**config.mk**
```make
export PLATFORM = sky130hd
export DESIGN_NAME = arm_alu_flag_stage_flat
export DESIGN_NICKNAME = d
export VERILOG_FILES = /design/src/rtl/arm_alu_flag_stage_if.sv /design/src/rtl/arm_alu_flag_stage.sv /design/src/flat_wrapper.sv
export SDC_FILE = /design/constraint.sdc
export NUM_CORES = 1
export LEC_CHECK = 0
export BUFFER_PORTS_ARGS = -buffer_cell sky130_fd_sc_hd__buf_2
export CAP_MARGIN = 20
export CORE_MARGIN = 10
export CORE_UTILIZATION = 50
export DETAILED_ROUTE_END_ITERATION = 8
export PLACE_DENSITY = 0.76
export SLEW_MARGIN = 20
export SYNTH_ARGS = -nofsm -noshare
export SYNTH_HDL_FRONTEND = slang
export SYNTH_SLANG_ARGS = --single-unit
export TNS_END_PERCENT = 10
```
**constraint.sdc**
```tcl
create_clock -name clk -period 3.7 [get_ports clk]
set_clock_uncertainty 0.15 [all_clocks]
set_input_delay 0.185 -clock clk [delete_from_list [all_inputs] [get_ports clk]]
set_output_delay 0.185 -clock clk [all_outputs]
set_load 0.03 [all_outputs]
```
**src/rtl/arm_alu_flag_stage_if.sv**
```systemverilog
// Handshake and operand bundle between the shifter, the execute ALU and writeback.
// The master modport drives instructions in and consumes results; the slave modport is the ALU stage.
interface arm_alu_flag_stage_if #(
    parameter int DATA_W = 32
);
    logic              in_valid;
    logic              in_ready;
    logic [3:0]        cond;
    logic [3:0]        opcode;
    logic              s_bit;
    logic [3:0]        rd_idx;
    logic [DATA_W-1:0] rn;
    logic [DATA_W-1:0] op2;
    logic              shift_cout;
    logic              out_valid;
    logic              out_ready;
    logic [DATA_W-1:0] result;
    logic [3:0]        rd_out;
    logic              rd_we;
    logic [3:0]        flags;

    modport master (
        output in_valid, cond, opcode, s_bit, rd_idx, rn, op2, shift_cout, out_ready,
        input  in_ready, out_valid, result, rd_out, rd_we, flags
    );

    modport slave (
        input  in_valid, cond, opcode, s_bit, rd_idx, rn, op2, shift_cout, out_ready,
        output in_ready, out_valid, result, rd_out, rd_we, flags
    );
endinterface

```
**src/rtl/arm_alu_flag_stage.sv**
```systemverilog
// ARM execute-stage ALU: condition check, 16 data-processing ops, NZCV register, one-entry output buffer.
// Optional macro ALU_PERF_CNT_EN adds exec_cnt/skip_cnt counters of passed and skipped instructions.
module arm_alu_flag_stage #(
    parameter int         DATA_W    = 32,
    parameter logic [3:0] FLAGS_RST = 4'b0000
) (
    input  logic                 clk,
    input  logic                 reset,
    arm_alu_flag_stage_if.slave  bus
`ifdef ALU_PERF_CNT_EN
    ,
    output logic [31:0]          exec_cnt,
    output logic [31:0]          skip_cnt
`endif
);

    logic              r_valid;
    logic [DATA_W-1:0] r_result;
    logic [3:0]        r_rd;
    logic              r_we;
    logic [3:0]        r_flags;

    logic              w_accept;
    logic              w_pass;
    logic              w_isCmp;
    logic              w_isArith;
    logic [DATA_W-1:0] w_a;
    logic [DATA_W-1:0] w_b;
    logic              w_cin;
    logic [DATA_W:0]   w_sum;
    logic [DATA_W-1:0] w_logic;
    logic [DATA_W-1:0] w_result;
    logic [3:0]        w_newFlags;

    wire w_n = r_flags[3];
    wire w_z = r_flags[2];
    wire w_c = r_flags[1];
    wire w_v = r_flags[0];

    assign bus.in_ready  = !r_valid | bus.out_ready;
    assign w_accept      = bus.in_valid & bus.in_ready;
    assign w_isCmp       = (bus.opcode[3:2] == 2'b10);

    always_comb begin
        w_pass = 1'b0;
        case (bus.cond)
            4'h0: w_pass = w_z;
            4'h1: w_pass = !w_z;
            4'h2: w_pass = w_c;
            4'h3: w_pass = !w_c;
            4'h4: w_pass = w_n;
            4'h5: w_pass = !w_n;
            4'h6: w_pass = w_v;
            4'h7: w_pass = !w_v;
            4'h8: w_pass = w_c & !w_z;
            4'h9: w_pass = !w_c | w_z;
            4'hA: w_pass = (w_n == w_v);
            4'hB: w_pass = (w_n != w_v);
            4'hC: w_pass = !w_z & (w_n == w_v);
            4'hD: w_pass = w_z | (w_n != w_v);
            4'hE: w_pass = 1'b1;
            default: w_pass = 1'b0;
        endcase
    end

    // Every arithmetic op is one adder: subtraction inverts an operand and uses carry-in 1 (or C).
    always_comb begin
        w_a       = bus.rn;
        w_b       = bus.op2;
        w_cin     = 1'b0;
        w_isArith = 1'b1;
        case (bus.opcode)
            4'h2, 4'hA: begin w_b = ~bus.op2; w_cin = 1'b1; end
            4'h3:       begin w_a = bus.op2; w_b = ~bus.rn; w_cin = 1'b1; end
            4'h4, 4'hB: w_cin = 1'b0;
            4'h5:       w_cin = w_c;
            4'h6:       begin w_b = ~bus.op2; w_cin = w_c; end
            4'h7:       begin w_a = bus.op2; w_b = ~bus.rn; w_cin = w_c; end
            default:    w_isArith = 1'b0;
        endcase
        w_sum = {1'b0, w_a} + {1'b0, w_b} + {{DATA_W{1'b0}}, w_cin};
    end

    always_comb begin
        w_logic = '0;
        case (bus.opcode)
            4'h0, 4'h8: w_logic = bus.rn & bus.op2;
            4'h1, 4'h9: w_logic = bus.rn ^ bus.op2;
            4'hC:       w_logic = bus.rn | bus.op2;
            4'hD:       w_logic = bus.op2;
            4'hE:       w_logic = bus.rn & ~bus.op2;
            4'hF:       w_logic = ~bus.op2;
            default:    w_logic = '0;
        endcase
    end

    // Logical ops take C from the shifter and leave V alone.
    always_comb begin
        w_result      = w_isArith ? w_sum[DATA_W-1:0] : w_logic;
        w_newFlags[3] = w_result[DATA_W-1];
        w_newFlags[2] = (w_result == '0);
        w_newFlags[1] = w_isArith ? w_sum[DATA_W] : bus.shift_cout;
        w_newFlags[0] = w_isArith ? ((w_a[DATA_W-1] == w_b[DATA_W-1]) &&
                                     (w_sum[DATA_W-1] != w_a[DATA_W-1]))
                                  : w_v;
    end

    always_ff @(posedge clk or posedge reset) begin
        if (reset) begin
            r_valid  <= 1'b0;
            r_result <= '0;
            r_rd     <= 4'h0;
            r_we     <= 1'b0;
            r_flags  <= FLAGS_RST;
        end else if (w_accept) begin
            r_valid  <= 1'b1;
            r_result <= w_result;
            r_rd     <= bus.rd_idx;
            r_we     <= w_pass & !w_isCmp;
            if (w_pass & (bus.s_bit | w_isCmp))
                r_flags <= w_newFlags;
        end else if (bus.out_ready) begin
            r_valid  <= 1'b0;
        end
    end

`ifdef ALU_PERF_CNT_EN
    logic [31:0] r_execCnt;
    logic [31:0] r_skipCnt;

    always_ff @(posedge clk or posedge reset) begin
        if (reset) begin
            r_execCnt <= 32'h0;
            r_skipCnt <= 32'h0;
        end else if (w_accept) begin
            if (w_pass)
                r_execCnt <= r_execCnt + 32'h1;
            else
                r_skipCnt <= r_skipCnt + 32'h1;
        end
    end

    assign exec_cnt = r_execCnt;
    assign skip_cnt = r_skipCnt;
`endif

    assign bus.out_valid = r_valid;
    assign bus.result    = r_result;
    assign bus.rd_out    = r_rd;
    assign bus.rd_we     = r_we;
    assign bus.flags     = r_flags;

endmodule

```
**src/flat_wrapper.sv**
```systemverilog
// flat-port wrapper written by rule: the top's interface ports become plain ports
module arm_alu_flag_stage_flat 
#(
    parameter int         DATA_W    = 32,
    parameter logic [3:0] FLAGS_RST = 4'b0000
)
  (clk, reset, bus_in_valid, bus_cond, bus_opcode, bus_s_bit, bus_rd_idx, bus_rn, bus_op2, bus_shift_cout, bus_out_ready, bus_in_ready, bus_out_valid, bus_result, bus_rd_out, bus_rd_we, bus_flags);
  arm_alu_flag_stage_if #(.DATA_W(DATA_W)) bus_i ();
  input  logic clk;
  input  logic reset;
  input wire logic [$bits(bus_i.in_valid)-1:0] bus_in_valid;
  input wire logic [$bits(bus_i.cond)-1:0] bus_cond;
  input wire logic [$bits(bus_i.opcode)-1:0] bus_opcode;
  input wire logic [$bits(bus_i.s_bit)-1:0] bus_s_bit;
  input wire logic [$bits(bus_i.rd_idx)-1:0] bus_rd_idx;
  input wire logic [$bits(bus_i.rn)-1:0] bus_rn;
  input wire logic [$bits(bus_i.op2)-1:0] bus_op2;
  input wire logic [$bits(bus_i.shift_cout)-1:0] bus_shift_cout;
  input wire logic [$bits(bus_i.out_ready)-1:0] bus_out_ready;
  output wire logic [$bits(bus_i.in_ready)-1:0] bus_in_ready;
  output wire logic [$bits(bus_i.out_valid)-1:0] bus_out_valid;
  output wire logic [$bits(bus_i.result)-1:0] bus_result;
  output wire logic [$bits(bus_i.rd_out)-1:0] bus_rd_out;
  output wire logic [$bits(bus_i.rd_we)-1:0] bus_rd_we;
  output wire logic [$bits(bus_i.flags)-1:0] bus_flags;
  assign bus_i.in_valid = bus_in_valid;
  assign bus_i.cond = bus_cond;
  assign bus_i.opcode = bus_opcode;
  assign bus_i.s_bit = bus_s_bit;
  assign bus_i.rd_idx = bus_rd_idx;
  assign bus_i.rn = bus_rn;
  assign bus_i.op2 = bus_op2;
  assign bus_i.shift_cout = bus_shift_cout;
  assign bus_i.out_ready = bus_out_ready;
  assign bus_in_ready = bus_i.in_ready;
  assign bus_out_valid = bus_i.out_valid;
  assign bus_result = bus_i.result;
  assign bus_rd_out = bus_i.rd_out;
  assign bus_rd_we = bus_i.rd_we;
  assign bus_flags = bus_i.flags;
  arm_alu_flag_stage #(.DATA_W(DATA_W), .FLAGS_RST(FLAGS_RST)) u_core (.clk(clk), .reset(reset), .bus(bus_i));
endmodule
```
# Yosys cells after proc, flatten, opt, wreduce, memory -nomap -nowiden
# Cells that the tools add are included.
op_classes:
  addsub: 2
  n_eq_ne: 34
  muxes: 10
  bitwise_logic: 15
  reduce_logical: 20
op_table:
  columns: ["op", "n"]
  rows:
  - ["32-bit case mux with 6 select lines", 1]
  - ["32-bit bitwise AND", 2]
  - ["32-bit two-way mux", 2]
  - ["32-bit NOT", 2]
  - ["32-bit case mux with 2 select lines", 1]
  - ["4-bit equality test (second input constant)", 15]
  - ["32-bit by 32-bit adder with 33-bit output", 1]
  - ["33-bit by 1-bit adder with 33-bit output", 1]
  - ["4-bit by 3-bit equality test with 1-bit output (second input constant)", 8]
  - ["32-bit zero test", 1]
  - ["32-bit OR", 1]
  - ["32-bit bitwise XOR", 1]
  - ["4-bit by 2-bit equality test with 1-bit output (second input constant)", 4]
  - ["1-bit case mux with 15 select lines", 1]
  - ["3-bit OR reduction", 3]
  - ["4-bit by 1-bit equality test with 1-bit output (second input constant)", 2]
  - ["4-bit zero test", 2]
  - ["8-bit OR reduction", 1]
  - ["1-bit zero test", 6]
  - ["2-bit OR reduction", 3]
  - ["1-bit bitwise AND", 5]
  - ["1-bit two-way mux", 4]
  - ["1-bit OR", 4]
  - ["3-bit AND reduction", 1]
  - ["other kinds (7)", 9]
totals:
  reg_bits: 42
  out_inout_bits: 43

# Longest topological paths before layout
# Gate-level depths: netlist of run 1.
depth:
  word_depth: 7
  mapped_depth: 23
  depth_no_buf: 18

# Least setup slack after synthesis of run 1
# OpenSTA, ideal clock, no wires.
synth_path:
  kind: "input port to flip-flop"
  from: "input bus_opcode[0]"
  to: "register u_core.r_flags[2] (netlist: u_core.bus.flags[2])"
  arrival_time_ns: 5.354
  t_required_ns: 3.483
  path_slack_ns: -1.871
  stages: 21
  n_path_buf: 6
  cell_sequence: "inv_1 -> buf_1 -> clkbuf_1 -> clkbuf_1 -> clkbuf_1 -> nor2_1 -> nand2_1 -> clkbuf_1 -> clkbuf_1 -> o21ai_0 -> ha_1 -> nor2b_1 -> o2111ai_1 -> a21boi_1 -> or2_1 -> xor2_1 -> a211o_1 -> or4_1 -> or4b_1 -> nor4_1 -> a41o_1"
synth_between:
  elab_chain_len: 7
  elab_cells_between_ends: 32
synth_lines:
  columns: ["item", "line", "rtl"]
  rows:
  - ["from (decl)", "flat_wrapper.sv:13", "input wire logic [$bits(bus_i.opcode)-1:0] bus_opcode;"]
  - ["4-bit by 2-bit equality test with 1-bit output, or another cell as far along", "arm_alu_flag_stage.sv:72", "case (bus.opcode)"]
  - ["3-bit OR reduction (no source line) or 2-bit OR reduction (tied branches)", null, null]
  - ["32-bit case mux with 2 select lines or 32-bit two-way mux (tied branches)", "arm_alu_flag_stage.sv:72", null]
  - ["32-bit by 32-bit adder with 33-bit output", "arm_alu_flag_stage.sv:81", "w_sum = {1'b0, w_a} + {1'b0, w_b} + {{DATA_W{1'b0}}, w_cin};"]
  - ["33-bit by 1-bit adder with 33-bit output", "arm_alu_flag_stage.sv:81", null]
  - ["32-bit two-way mux (*)", "arm_alu_flag_stage.sv:99", "w_result = w_isArith ? w_sum[DATA_W-1:0] : w_logic;"]
  - ["32-bit zero test (*)", "arm_alu_flag_stage.sv:101", "w_newFlags[2] = (w_result == '0);"]
  - ["to (signal assigned)", "arm_alu_flag_stage.sv:121", "r_flags <= w_newFlags;"]
  - ["to (decl)", "arm_alu_flag_stage.sv:21", "logic [3:0] r_flags;"]
# Mark *: on every way between the ends. The rest lies on a longest branch, timed or not.
# A chain may end at the register's enable or synchronous reset.

# Worst setup path after layout of run 1
layout_path:
  from: "register u_core.r_flags[1] (netlist: u_core.bus.flags[1])"
  to: "register u_core.r_flags[2] (netlist: u_core.bus.flags[2])"
layout_between:
  elab_chain_len: 5
  elab_cells_between_ends: 10
layout_lines:
  columns: ["item"]
  rows:
  - ["branches (longest 5 deep; another with 33-bit by 1-bit adder with 33-bit output)"]
# Several ways; the timed one is not identified.

==> results of run 1 <==
## power breakdown
group	internal, mW	switching [mW]	leakage (nW)
clock	0.250	0.180	0.0708
combinational	0.965	1.26	3.89
sequential	0.586	0.0915	0.512
## worst min path at each step
stage / startpoint / end / slack (ns)
2_1_floorplan: bus_in_valid / u_core.bus.out_valid / 0.14
3_3_place_gp: reset / u_core.bus.rd_out[0] / 0.18
3_5_place_dp: reset / u_core.bus.rd_out[2] / 0.18
4_1_cts: bus_out_ready / u_core.bus.out_valid / 0.08
5_1_grt: bus_out_ready / u_core.bus.out_valid / 0.13
6_report: bus_out_ready / u_core.bus.out_valid / 0.09
## layout by cell type, fill, tap and decap left out, drive strengths merged, types with 12 or more instances in the layout
master,count
a211oi,17
a21oi,70
a221oi,12
buf,308
nor2b,16
nor3,15
nor2,50
inv,79
nand2,150
xnor2,15
nand3,27
o21ai,170
a22oi,15
mux2,21
ha,63
dfrtp,42
## layer usage
| layer | part of all wire [%] | global-route usage [%] | up-vias |
|---|---|---|---|
| met5 | 0.034 | 0 | - |
| met4 | 4.7 | 11.9 | 2 |
| met3 | 7.9 | 4.25 | 94 |
| met2 | 47 | 45.4 | 391 |
| met1 | 40 | 31.1 | 4006 |
| li1 | - | - | 4219 |
## per-stage QoR
step	utilization [%]	worst slack, ns
6_report	67.6	-0.534
5_1_grt	67.6	-0.711
4_1_cts	67.5	-0.464
3_5_place_dp	65.4	-0.812
3_3_place_gp	65.4	-0.720
2_1_floorplan	-	-0.869
## what timing repair did
| item | 4_1_cts | 5_1_grt |
|---|---|---|
| endpoints found under the setup margin | 8 | 15 |
| hold endpoints to repair | 47 | 0 |
| setup buffers | 1 | 0 |
| pin swaps | 5 | 1 |
| gates cloned | 0 | 0 |
| hold buffers | 6 | 0 |
| resized for setup | 13 | 7 |
## area by class of cell
class	instances	area (um2)
repair buffers	314	2090
clock inverters	2	13.8
inverters	80	300
flip-flops and latches	42	1050
fillers	1270	4460
diodes	1	2.50
well taps	180	225
clock buffers	6	129
multi-input cells	823	5500
## cells by family after synthesis
family	after synthesis	share of synthesized area (%)
AO/OA/AOI/OAI	396	36.0
XOR/XNOR	22	2.76
adder cells (fa/ha/maj)	65	11.9
buffers and inverters	146	8.57
flip-flops	42	15.1
multiplexers	27	4.25
AND/OR/NAND/NOR	313	21.5
## registers in the layout, indices dropped and copies added (netlist names)
name / flops
u_core.bus.flags: 4
u_core.bus.out_valid: 1
u_core.bus.rd_out: 4
u_core.bus.rd_we: 1
u_core.bus.result: 32
## critical path, stage by stage (launching register included)
cell      delay, ns
dfrtp_2        0.45
nor2_1         0.12
o22ai_1        0.10
a32oi_2        0.21
fa_2           0.25
inv_2          0.04
fa_2           0.38
a21oi_4        0.18
o21bai_1       0.09
xor2_1         0.16
a211o_1        0.30
nor4_4         0.20
nand4_1        0.16
or4_1          0.51
or4b_4         0.53
nor4_2         0.16
a41o_1         0.19
==> results.toml, run 1 <==
[setup_path]
start_kind = "register"
worstPathRequired_ns = 3.78
reg2reg_slack_ns = -0.53
reg2reg_to = "u_core.bus.flags[2]"
path_class = "register to register"
cp.arrival_ns = 4.31
rr_worst_depth = 16
rr_startpoint = "u_core.bus.flags[1]"
crit_path_max_fanout = 3
worstSetupStartpoint = "u_core.bus.flags[1]"
endpoint = "u_core.bus.flags[2]"
critPathCaptureType = "register"

[clock_tree]
cts_max_path_buffers = 2
tritoncts = "yes"
clock_latency_ns = 0.29
htreeDepth = 2
cts_buffers = 5
numClockSinks = 42
clk_pin_slew_worst_paths_ns = 0.06
root_buffer = "clkbuf_16"

[timing]
whs_ns = 0.0904
slew_headroom_pct = 61.9
tightest_slew_ns = 0.570
setup_viol = 7
worst_slack_ns = -0.534
fmax_mhz = 236
hold_viol = 0
report.final.slew_viol_count = 0
fin_tns_setup_ns = -1.22
min_period_ns = 4.23
finalCritPeriodShare_pct = 114
rsz0062_at_grt = "true"

[drt]
viasPerCell = 6.02
wl_per_cell_um = 18.2
vias = 8712
wl_um = 26400
drtIter0Drc = 873
first_pass_iters = 6
drc = 0
ant_nets = 0

[yosys]
synthCells = 1011
ys_ff_latch = 42
syn-cell-area_um2 = 6980
synth_nets = 1158
synth_top_cell_by_area = "dfrtp_1"
ys_types = 84
synth.avg_cell_area_um2 = 6.90
synthTopCellsByArea = "dfrtp_1, o21ai_0, ha_1"
ys_seq_area_share_pct = 15.1
ys_warn_count = 0
synth-edff-count = 0
synth_top_area_share_pct = 15.1
synth_most_common_cell = "o21ai_0"
synth_ff_type = "dfrtp_1"
synthArstFlopShare_pct = 100
yosys-top-cells-count = "o21ai_0, nand2_1, inv_1"

[floorplan]
rows = 43
initial_utilization_pct = 50.7
die_w_um = 138
dieArea_um2 = 19100
coreArea_um2 = 13800
io_pins = 125
die_y_um = 138

[cells_and_area]
final_area_um2 = 9310
fin_cells = 1448
layout-drive-gt1-share_pct = 30.7
areaGrowthSynthToFinish_pct = 33.4
num-nets-final = 1413

[hold_path]
min_delay_path_depth = 3
min_path_type = "input port to register"

[power]
power.density_nw_per_um2 = 358
peakVddDrop_v = 0.000307
p_leak_nw = 4.48
power_mw = 3.33

[status]
status = "complete, but fails checks"
violations = "negative setup slack"

[place]
io_buffer_count = 124
postPlaceCellArea_um2 = 9010
place.gp.congestion = 0.984
place_hpwl_um = 20300
dp.cells = 1432

[grt]
grt_pass1_vias = 8446
grt_max_degree = 57
grt_overflow = 0
antenna_found_initial = 2
grt_use_total_pct = 26.2
grt_first_pass_wirelength_um = 42800

[run]
max-cap-violations = 0
Power figures use the tool's default switching activity.
==> run 2: changes to the inputs <==
- CORE_UTILIZATION: 50 -> 53
- CTS_CLUSTER_DIAMETER: unset -> 150
- PLACE_DENSITY: 0.76 -> 0.79
==> results.toml, run 2 (synthesis gave the netlist of run 1 again) <==
[timing]
fin_tns_setup_ns = -1.34
whs_ns = 0.0784
tightest_slew_ns = 0.676
slew_headroom_pct = 54.7
fmax_mhz = 241
finalCritPeriodShare_pct = 112
rsz0062_at_grt = "true"
report.final.slew_viol_count = 0
min_period_ns = 4.16
setup_viol = 8
worst_slack_ns = -0.455
hold_viol = 0

[setup_path]
crit_family = "simple AND/OR/NAND/NOR gates"
cpPeakStageDelay_ns = 0.54
worstPathRequired_ns = 3.77
crit_buf_inv = 2
start_kind = "register"
cp_slowest_cell = "or4b_4"
cp.arrival_ns = 4.23
path_class = "register to register"
crit_path_max_fanout = 3
cp_cell_sequence = "nor2_2 -> o22ai_1 -> a32oi_1 -> buf_4 -> fa_2 -> inv_2 -> fa_2 -> a21oi_4 -> o21bai_1 -> xor2_1 -> a211o_1 -> nor4_2 -> nand4_1 -> or4_1 -> or4b_4 -> nor4_4 -> a41o_1"
critPathCaptureType = "register"
crit_top_cell = "fa_2"

[place]
place.gp.congestion = 1.04
dp_slack_ns = -0.752
place_hpwl_um = 20300
io_buffer_count = 124
postPlaceCellArea_um2 = 9080
dp.cells = 1432

[status]
violations = "negative setup slack"
status = "complete, but fails checks"

[floorplan]
dieArea_um2 = 18200
die_y_um = 135
io_pins = 125
rows = 41
initial_utilization_pct = 54.6
coreArea_um2 = 12800
die_w_um = 135

[clock_tree]
cts_buffers = 5
numClockSinks = 42
root_buffer = "clkbuf_16"
cts_max_path_buffers = 2
htreeDepth = 2
tritoncts = "yes"
clock_latency_ns = 0.28
clk_pin_slew_worst_paths_ns = 0.06

[cells_and_area]
layout-drive-gt1-share_pct = 32.0
num-nets-final = 1423
num_antenna_cells = 0
final_core_util_pct = 74.0
fin_cells = 1449
layout_common_cells = "buf_4, o21ai_0, nand2_1"
fill_cells = 988
final_area_um2 = 9450
mostFrequentLayoutCell = "buf_4"
multi_input_area_um2 = 5550
areaGrowthSynthToFinish_pct = 35.3
seq_area_um2 = 1050
largest_reg_flops = 32

[power]
peakVddDrop_v = 0.000209
power_mw = 3.39
p_leak_nw = 4.55
power.density_nw_per_um2 = 359

[grt]
grt_use_total_pct = 27.1
grt_overflow = 0
grt_pass1_vias = 8254
grt_first_pass_wirelength_um = 41100
antenna_found_initial = 1
grt_max_degree = 57

[drt]
viasPerCell = 6.16
first_pass_iters = 8
wl_um = 26100
drtIter0Drc = 980
ant_nets = 0
wl_per_cell_um = 18.0
vias = 8922
drc = 0

[hold_path]
min_path_type = "input port to register"

[run]
max-cap-violations = 0
## run 2: cell types whose count changed in the layout (fill, tap and decap cells not counted), moves of 2 or more
cell,delta
a221oi_1,-3
buf_12,+2
a22oi_2,+2
a22oi_1,-2
a221oi_2,+2
a21oi_1,-2
a21oi_2,+3
buf_4,+7
## run 2: power breakdown
group	switching [mW]	internal [mW]
registers	0.0937	0.586
logic	1.30	0.998
clock network	0.165	0.250
total	1.56	1.83
## run 2: area by class of cell
| type | instances | share of cell area [%] |
|---|---|---|
| repair buffers | 324 | 23.2 |
| flip-flops and latches | 42 | 11.1 |
| inverters | 80 | 3.18 |
| multi-input cells | 823 | 58.7 |
| clock inverters | 2 | 0.146 |
| clock buffers | 6 | 1.36 |
| well taps | 172 | 2.28 |
## run 2: final timing paths
check                      depth (start not counted)                     to  slack, ns             startpoint
max in group asynchronous                          4    u_core.bus.flags[1]       2.60                  reset
max reg2reg                                       17    u_core.bus.flags[2]      -0.46    u_core.bus.flags[1]
min                                                3   u_core.bus.out_valid       0.08          bus_out_ready
min reg2reg                                        2  u_core.bus.result[27]       0.33  u_core.bus.result[27]
max                                               17    u_core.bus.flags[2]      -0.46    u_core.bus.flags[1]
min in group asynchronous                          4   u_core.bus.rd_out[0]       0.43                  reset
## run 2: repair_timing
action	4_1_cts	5_1_grt
buffers inserted	1	2
endpoints found under the hold margin	47	0
setup endpoints to repair	9	12
cloned	0	0
gates resized for setup	14	18
pin swaps	5	11
hold buffers	6	0
## run 2: metal layers
metal  part of all wire [%]  wire (um)  global-route usage (%)
met1                     41      10800                    35.9
met2                     45      11800                    43.7
met3                     11       2830                    4.04
met4                    2.6        670                    9.79
met5                  0.046         12                       0
## run 2: worst reg2reg max path, stage by stage (launching register included)
cell and delay [ns]:
dfrtp_2 0.46, nor2_2 0.10, o22ai_1 0.08, a32oi_1 0.18, buf_4 0.16, fa_2 0.20, inv_2 0.05, fa_2 0.40
a21oi_4 0.19, o21bai_1 0.09, xor2_1 0.17, a211o_1 0.29, nor4_2 0.14, nand4_1 0.11, or4_1 0.48, or4b_4 0.54
nor4_4 0.13, a41o_1 0.18
